$ cat src/rtl/stp_pkg.sv
`default_nettype none
// ============================================================================
// Module      : stp_pkg
// Description : Shared defaults and the fill-counter width helper for the
//               serial-to-parallel block collector.
// Revision    : 1.0 - initial release
// ============================================================================
package stp_pkg;

  localparam int WORD_W_DEF    = 32;
  localparam int NUM_WORDS_DEF = 8;

  // The fill counter must be able to represent NUM_WORDS itself (a full buffer).
  function automatic int cnt_width(input int num_words);
    return $clog2(num_words + 1);
  endfunction

endpackage
`default_nettype wire

$ cat src/rtl/stp_out_stage.sv
`default_nettype none
// ============================================================================
// Module      : stp_out_stage
// Description : Output holding register with valid/ready handshake. A load
//               always wins over a same-cycle consume so back-to-back blocks
//               leave no valid bubble.
// Revision    : 1.0 - initial release
// ============================================================================
module stp_out_stage #(
  parameter int DATA_W = 256
) (
  input  logic              clk,
  input  logic              rst,
  input  logic              load_i,
  input  logic [DATA_W-1:0] data_i,
  input  logic              ready_i,
  output logic              free_o,
  output logic              valid_o,
  output logic [DATA_W-1:0] data_o
);

  logic              valid_q;
  logic [DATA_W-1:0] data_q;

  // The register can take a new block when empty or when being drained now.
  assign free_o  = !valid_q || ready_i;
  assign valid_o = valid_q;
  assign data_o  = data_q;

  // Load captures a new block; otherwise a consumed block drops valid.
  always_ff @(posedge clk) begin
    if (rst) begin
      valid_q <= 1'b0;
      data_q  <= '0;
    end else if (load_i) begin
      valid_q <= 1'b1;
      data_q  <= data_i;
    end else if (ready_i) begin
      valid_q <= 1'b0;
    end
  end

endmodule
`default_nettype wire

$ cat src/rtl/stp_block_collector.sv
`default_nettype none
// ============================================================================
// Module      : stp_block_collector
// Description : Collects NUM_WORDS serial words into a fill buffer and hands
//               each complete block to a double-buffered output register.
// Revision    : 1.0 - initial release
// ============================================================================
module stp_block_collector
  import stp_pkg::*;
#(
  parameter int WORD_W    = WORD_W_DEF,
  parameter int NUM_WORDS = NUM_WORDS_DEF,
  parameter int MSW_FIRST = 0
) (
  input  logic                              clk,
  input  logic                              rst,
  input  logic                              clear,
  input  logic                              in_valid,
  output logic                              in_ready,
  input  logic [WORD_W-1:0]                 in_data,
  output logic                              out_valid,
  input  logic                              out_ready,
  output logic [WORD_W*NUM_WORDS-1:0]       out_data,
  output logic [cnt_width(NUM_WORDS)-1:0]   fill_count
);

  localparam int               CNT_W    = cnt_width(NUM_WORDS);
  localparam int               IDX_W    = $clog2(NUM_WORDS);
  localparam logic [CNT_W-1:0] FULL_CNT = CNT_W'(NUM_WORDS);

  logic [WORD_W-1:0]           slot_q [NUM_WORDS];
  logic [CNT_W-1:0]            cnt_q;
  logic [CNT_W-1:0]            cnt_d;
  logic [IDX_W-1:0]            wr_idx;
  logic                        accept;
  logic                        transfer;
  logic                        out_free;
  logic [WORD_W*NUM_WORDS-1:0] fill_flat;

  // Ready depends only on the registered fill level, never on inputs.
  assign in_ready   = (cnt_q < FULL_CNT);
  assign accept     = in_valid && in_ready && !clear;
  assign transfer   = (cnt_q == FULL_CNT) && out_free && !clear;
  assign fill_count = cnt_q;

  // While not full the count is below NUM_WORDS, so its low bits index a slot.
  generate
    if (MSW_FIRST != 0) begin : g_msw_first
      assign wr_idx = IDX_W'(NUM_WORDS - 1) - cnt_q[IDX_W-1:0];
    end else begin : g_lsw_first
      assign wr_idx = cnt_q[IDX_W-1:0];
    end
  endgenerate

  // Fill level: clear beats transfer and accept; accept and transfer never coincide.
  always_comb begin
    cnt_d = cnt_q;
    if (clear) begin
      cnt_d = '0;
    end else if (transfer) begin
      cnt_d = '0;
    end else if (accept) begin
      cnt_d = cnt_q + 1'b1;
    end
  end

  // Fill buffer state: counter plus the slot written by an accepted word.
  always_ff @(posedge clk) begin
    if (rst) begin
      cnt_q <= '0;
      for (int k = 0; k < NUM_WORDS; k++) begin
        slot_q[k] <= '0;
      end
    end else begin
      cnt_q <= cnt_d;
      if (accept) begin
        slot_q[wr_idx] <= in_data;
      end
    end
  end

  // Flatten the slots into the block layout, slot k at bits [W*(k+1)-1 : W*k].
  always_comb begin
    fill_flat = '0;
    for (int k = 0; k < NUM_WORDS; k++) begin
      fill_flat[k*WORD_W +: WORD_W] = slot_q[k];
    end
  end

  stp_out_stage #(
    .DATA_W (WORD_W*NUM_WORDS)
  ) u_out_stage (
    .clk     (clk),
    .rst     (rst),
    .load_i  (transfer),
    .data_i  (fill_flat),
    .ready_i (out_ready),
    .free_o  (out_free),
    .valid_o (out_valid),
    .data_o  (out_data)
  );

endmodule
`default_nettype wire

$ cat config.mk
export PLATFORM = sky130hd
export DESIGN_NAME = stp_block_collector
export DESIGN_NICKNAME = d
export VERILOG_FILES = /design/src/rtl/stp_pkg.sv /design/src/rtl/stp_out_stage.sv /design/src/rtl/stp_block_collector.sv
export SDC_FILE = /design/constraint.sdc
export NUM_CORES = 1
export LEC_CHECK = 0
export CORE_MARGIN = 10
export CORE_UTILIZATION = 57
export CTS_BUF_LIST = sky130_fd_sc_hd__clkbuf_8
export DETAILED_ROUTE_END_ITERATION = 6
export PLACE_DENSITY_LB_ADDON = 0.25
export SLEW_MARGIN = 20
export SYNTH_ARGS = -nofsm -noshare
export SYNTH_HDL_FRONTEND = slang
export SYNTH_SLANG_ARGS = --single-unit
export TNS_END_PERCENT = 100
$ cat constraint.sdc
create_clock -name clk -period 4.8 [get_ports clk]
set_input_delay 0.96 -clock clk [delete_from_list [all_inputs] [get_ports clk]]
set_output_delay 0.96 -clock clk [all_outputs]
set_load 0.05 [all_outputs]
# Word level (Yosys, flattened, before mapping)
# Memories as Yosys holds them, arrays and structs flattened. A register that Yosys moved wholly into a read port is not among the register bits.
# Index checks and enable logic that the tools add are counted.
dict set report totals {
  input_bits 37
  word_cells 26
  mem_count 1
  ramBits 256
  output_inout_bits 262
  latchBits 0
  regBits 5
  romBits 0
}
# memory depth width rd rd_clocked_by_memory_dff write_ports line
set mem_list {}
lappend mem_list {slot_q 8 32 8 8 8 stp_block_collector.sv:31} ;# logic [WORD_W-1:0] slot_q [NUM_WORDS];
dict set report op_classes {
  n_mul 0
  n_eq_ne 1
  div 0
  n_lt_le_gt_ge 1
  n_mux 10
  addsub 1
  n_reduce_logical 10
  bitwise_logic 0
  shifts 0
}
# op count
set op_table {}
lappend op_table {{$mux 32} 1}
lappend op_table {{$reduce_or 32->1} 1}
lappend op_table {{$mux 1} 8}
lappend op_table {{$add 4x1->4 const B} 1}
lappend op_table {{$eq 4x4->1 const B} 1}
lappend op_table {{$logic_and 1x1->1} 4}
lappend op_table {{$lt 4x4->1 const B} 1}
lappend op_table {{$mux 3} 1}
lappend op_table {{$reduce_or 3->1} 1}
lappend op_table {{$logic_not 1->1} 2}
lappend op_table {{$reduce_bool 2->1} 1}
lappend op_table {{$logic_or 1x1->1} 1}

# Logic depth before layout (Yosys ltp)
dict set report depth {
  ltp_word 8
  depth_mapped 8
  mapped_depth_nobuf 4
}

# By module
# Synthesis repeated with hierarchy kept, for this count alone.
dict set report hier_totals {
  hier_cells 1488
  hier_area_um2 18821.8
}
# module seq_area_each_um2 instances area_per_inst_um2 cells_each
set modules_own_cells {}
lappend modules_own_cells {stp_block_collector 7767.4 1 9589.2 658}
lappend modules_own_cells {stp_out_stage 5144.9 1 9232.6 830}

# Least setup slack after synthesis
# OpenSTA, ideal clock, no wires.
dict set report synth_timing {
  kind {input to register}
  from {input clear}
  to {memory slot_q[3][0] (netlist name) (enable)}
  required_time_ns 4.372
  t_arrival_ns 3.332
  slack_ns 1.040
  cell_stages 6
  path_buffers 3
  setup_ns 0.428
  path_cell_list {buf_2 nor4bb_1 buf_2 buf_2 inv_1 o21bai_1}
}
# item line
set synth_lines {}
lappend synth_lines {{start: declaration} stp_block_collector.sv:17} ;# input logic clear,
lappend synth_lines {{end: declaration} stp_block_collector.sv:31}

# Final worst setup path
dict set report layout_timing {
  from {register cnt_q[2], in the netlist fill_count[2]}
  to {output fill_count[2]}
}
# item line
set layout_lines {}
lappend layout_lines {{start: declaration} stp_block_collector.sv:32} ;# logic [CNT_W-1:0] cnt_q;
lappend layout_lines {{start signal: assignment} stp_block_collector.sv:75} ;# cnt_q <= cnt_d;
lappend layout_lines {{end: declaration} stp_block_collector.sv:24} ;# output logic [cnt_width(NUM_WORDS)-1:0] fill_count
# No word-level cell between the ends.

==> flow_metrics.env <==
export IMPL_grt_max_degree=347
export IMPL_worstHoldStart="out_data[35]$_SDFFE_PP0P_"
export IMPL_ys_warnings_count=0
export IMPL_vias_per_cell=5.22
export IMPL_syn_avg_cell_area_um2=11.9
export IMPL_dieArea_um2=45000
export IMPL_required_ns=3.84
export IMPL_power_frac_comb_pct=3.7
export IMPL_reg2reg_slack_ns=2.22
export IMPL_power_leakage_nw=8.60
export IMPL_power_per_cell_area_nw_per_um2=338
export IMPL_swShare_pct=22.0
export IMPL_final_cells=2588
export IMPL_synth_ff_type="dfxtp_1"
export IMPL_timing_rr_end="slot_q[2][7]$_SDFFCE_PN0P_"
export IMPL_p_seq_share_pct=54.4
export IMPL_fp_dieW_um=212
export IMPL_worst_pin_slew_ns=1.07
export IMPL_reg2reg_depth=3
export IMPL_fmax_mhz=320
export IMPL_antenna_found_initial=5
export IMPL_fp_dieH_um=212
export IMPL_synth_nets=1808
export IMPL_drive_gt1_share_pct=6.76
export IMPL_intPower_mw=6.78
export IMPL_yosysMostFrequentCell="nand2b_1"
export IMPL_dp_hpwl_um=36800
export IMPL_switchingPower_mw=1.92
export IMPL_clk_insertion_delay_late_ns=0.64
export IMPL_report_final_slew_viol_count=0
export IMPL_worstPathCellList="clkdlybuf4s50_1"
export IMPL_yosysTopAreaCell="edfxtp_1"
export IMPL_cts_root_buf="clkbuf_8"
export IMPL_wl_um=54300
export IMPL_finalSetupViolCount=0
export IMPL_yosysUniqueCellTypes=33
export IMPL_final_nets=2084
export IMPL_ys_seq_elements=517
export IMPL_hold_viol=0
export IMPL_period_minus_slack_ns=3.12
export IMPL_synth_edf_count=256
export IMPL_ant_nets=0
export IMPL_numCtsBuffers=83
export IMPL_drt_iter0_markers=1252
export IMPL_synthesis_area_um2=21000
export IMPL_dp_cells=2428
export IMPL_clk_pin_slew_ns=0.06
export IMPL_synthTopCellsByCount="nand2b_1, dfxtp_1, mux2i_1, edfxtp_1, nor2_1"
export IMPL_cts_buffer_depth=3
export IMPL_synthArstFlopShare_pct=0
export IMPL_p_clk_share_pct=41.9
export IMPL_end_kind="output port"
export IMPL_synth_area_leaders="edfxtp_1, dfxtp_1, nand2b_1"
export IMPL_seq_area_frac_synth_pct=61.4
export IMPL_wl_per_cell_um=21.0
export IMPL_hold_class="reg2reg"
export IMPL_pin_count=299
export IMPL_gp_congestion=0.852
export IMPL_cts_tree="yes"
export IMPL_cts_num_sinks=517
export IMPL_io_buffers=298
export IMPL_finalCritPeriodShare_pct=65.0
export IMPL_ctsResizeCount=0
export IMPL_track_usage_pct=23.6
export IMPL_vias=13500
export IMPL_fin_skew_ns=0.0418
export IMPL_crit_slowest_cell="clkdlybuf4s50_1"
export IMPL_ir_drop_v=0.000216
export IMPL_critPathArrivalTime_ns=2.16
export IMPL_whs_endpoint="out_data[35]$_SDFFE_PP0P_"
export IMPL_start_util_pct=57.6
export IMPL_grt_pass1_vias=13500
export IMPL_grt_overflow_total=0
export IMPL_rows=70
export IMPL_postSynthCellCount=1769
export IMPL_hold_path_depth=2
export IMPL_grt_pass1_wl_um=80500
export IMPL_path_buf_inv=1
export IMPL_route_detailed_drc=0
export IMPL_syn2layout_area_growth_pct=22.3
export IMPL_status="completed"
export IMPL_drv_cap=0
export IMPL_critPathLaunchType="flop"
export IMPL_htreeDepth=3
export IMPL_worstSetupPathType="reg2out"
export IMPL_worstReg2RegStart="fill_count[1]$_SDFFE_PP0P_"
export IMPL_drtPass1Iterations=5
export IMPL_core_area_um2=36500
export IMPL_cts_hold_buf=0
export IMPL_fin_setup_tns_ns=0
export IMPL_crit_fanout=12
export IMPL_critical_path_top_delay_family="buffers and inverters"
export IMPL_slowest_delay_ns=0.96
export IMPL_max_slew_margin_pct=29.0
export IMPL_rsz0062_at_grt="no"
export IMPL_post_cts_buffers=0
export IMPL_synth_top_area_share_pct=36.5
export IMPL_fill_cells=2640
layout by cell type, fill, tap and decap left out, types with 3 or more instances in the layout:
master	Yosys	layout
buf_12	2	6
mux2i_1	257	257
diode_2	0	4
and2_1	33	33
clkinv_2	0	8
nor4_1	4	4
clkinvlp_4	0	3
nand2_1	65	64
nor2_1	225	225
inv_1	4	37
a21o_1	4	4
clkdlybuf4s50_1	0	297
dfxtp_1	261	261
nand2b_1	513	513
clkinv_1	0	9
clkbuf_8	0	100
edfxtp_1	256	256
buf_4	6	12
final cells by class:
class	count	area (um^2)	area share [%]
Antenna cell	4	10.0	0.0389
Clock buffer	100	1380	5.35
Clock inverter	56	268	1.04
Inverter	4	15.0	0.0584
Multi-Input combinational cell	1123	7360	28.6
Sequential cell	517	12900	50.2
Tap cell	468	586	2.28
Timing Repair Buffer	316	3200	12.4
layer usage:
metal / global-route usage, % / vias up / wire length (um)
li1: - / 6400 / -
met1: 28.8 / 6513 / 21500
met2: 37.7 / 511 / 25900
met3: 7.70 / 78 / 5170
met4: 9.74 / 4 / 1690
met5: 0 / - / 34
power by group through the flow:
| stage | clock network [mW] | registers [mW] | logic [mW] |
|---|---|---|---|
| 2_1_floorplan | 0 | 4.82 | 0.200 |
| 3_3_place_gp | 0 | 4.83 | 0.312 |
| 3_5_place_dp | 0 | 4.83 | 0.317 |
| 4_1_cts | 3.72 | 4.73 | 0.319 |
| 5_1_grt | 3.94 | 4.74 | 0.340 |
| 6_report | 3.65 | 4.73 | 0.318 |
worst max-delay path by stage:
| stage | start | end | depth (start not counted) |
|---|---|---|---|
| after CTS | fill_count[2]$_SDFFE_PP0P_ | fill_count[2] | 1 |
| after global routing | fill_count[3]$_SDFFE_PP0P_ | fill_count[3] | 1 |
| after detailed placement | clear | slot_q[2][2]$_SDFFCE_PN0P_ | 4 |
| final | fill_count[2]$_SDFFE_PP0P_ | fill_count[2] | 1 |
| after floorplan | clear | slot_q[3][0]$_SDFFCE_PN0P_ | 6 |
| after global placement | clear | slot_q[2][1]$_SDFFCE_PN0P_ | 4 |
per-stage QoR:
| stage | utilization [%] | hold WS [ns] | power [mW] | worst slack, ns | cell area, um^2 |
|---|---|---|---|---|---|
| after floorplan | - | 0.491 | 5.02 | 1.04 | 21000 |
| after global placement | 65.9 | 0.459 | 5.14 | 1.29 | 24100 |
| after detailed placement | 65.9 | 0.460 | 5.14 | 1.23 | 24100 |
| after CTS | 70.4 | 0.472 | 8.77 | 1.65 | 25700 |
| after global routing | 70.4 | 0.487 | 9.02 | 1.61 | 25700 |
| final | 70.4 | 0.467 | 8.70 | 1.68 | 25700 |
sequential cells by signal, indices dropped and copies added, names as in the netlist:
signal	cells
slot_q	256
out_data	256
u_out_stage.valid_o	1
fill_count	4
kinds of logic (layout without fill, tap and decap cells):
| logic type | count (synthesis) | in the layout | share of synthesized area [%] |
|---|---|---|---|
| AO/OA/AOI/OAI | 9 | 9 | 0.315 |
| XOR/XNOR | 2 | 2 | 0.0833 |
| adder cells (fa/ha/maj) | 2 | 2 | 0.119 |
| buffers and inverters | 129 | 476 | 3.74 |
| flip-flops | 517 | 517 | 61.4 |
| multiplexers | 257 | 257 | 12.2 |
| other | 0 | 4 | 0 |
| AND/OR/NAND/NOR | 853 | 853 | 22.1 |
No activity file was read; power rests on OpenSTA's default activity.
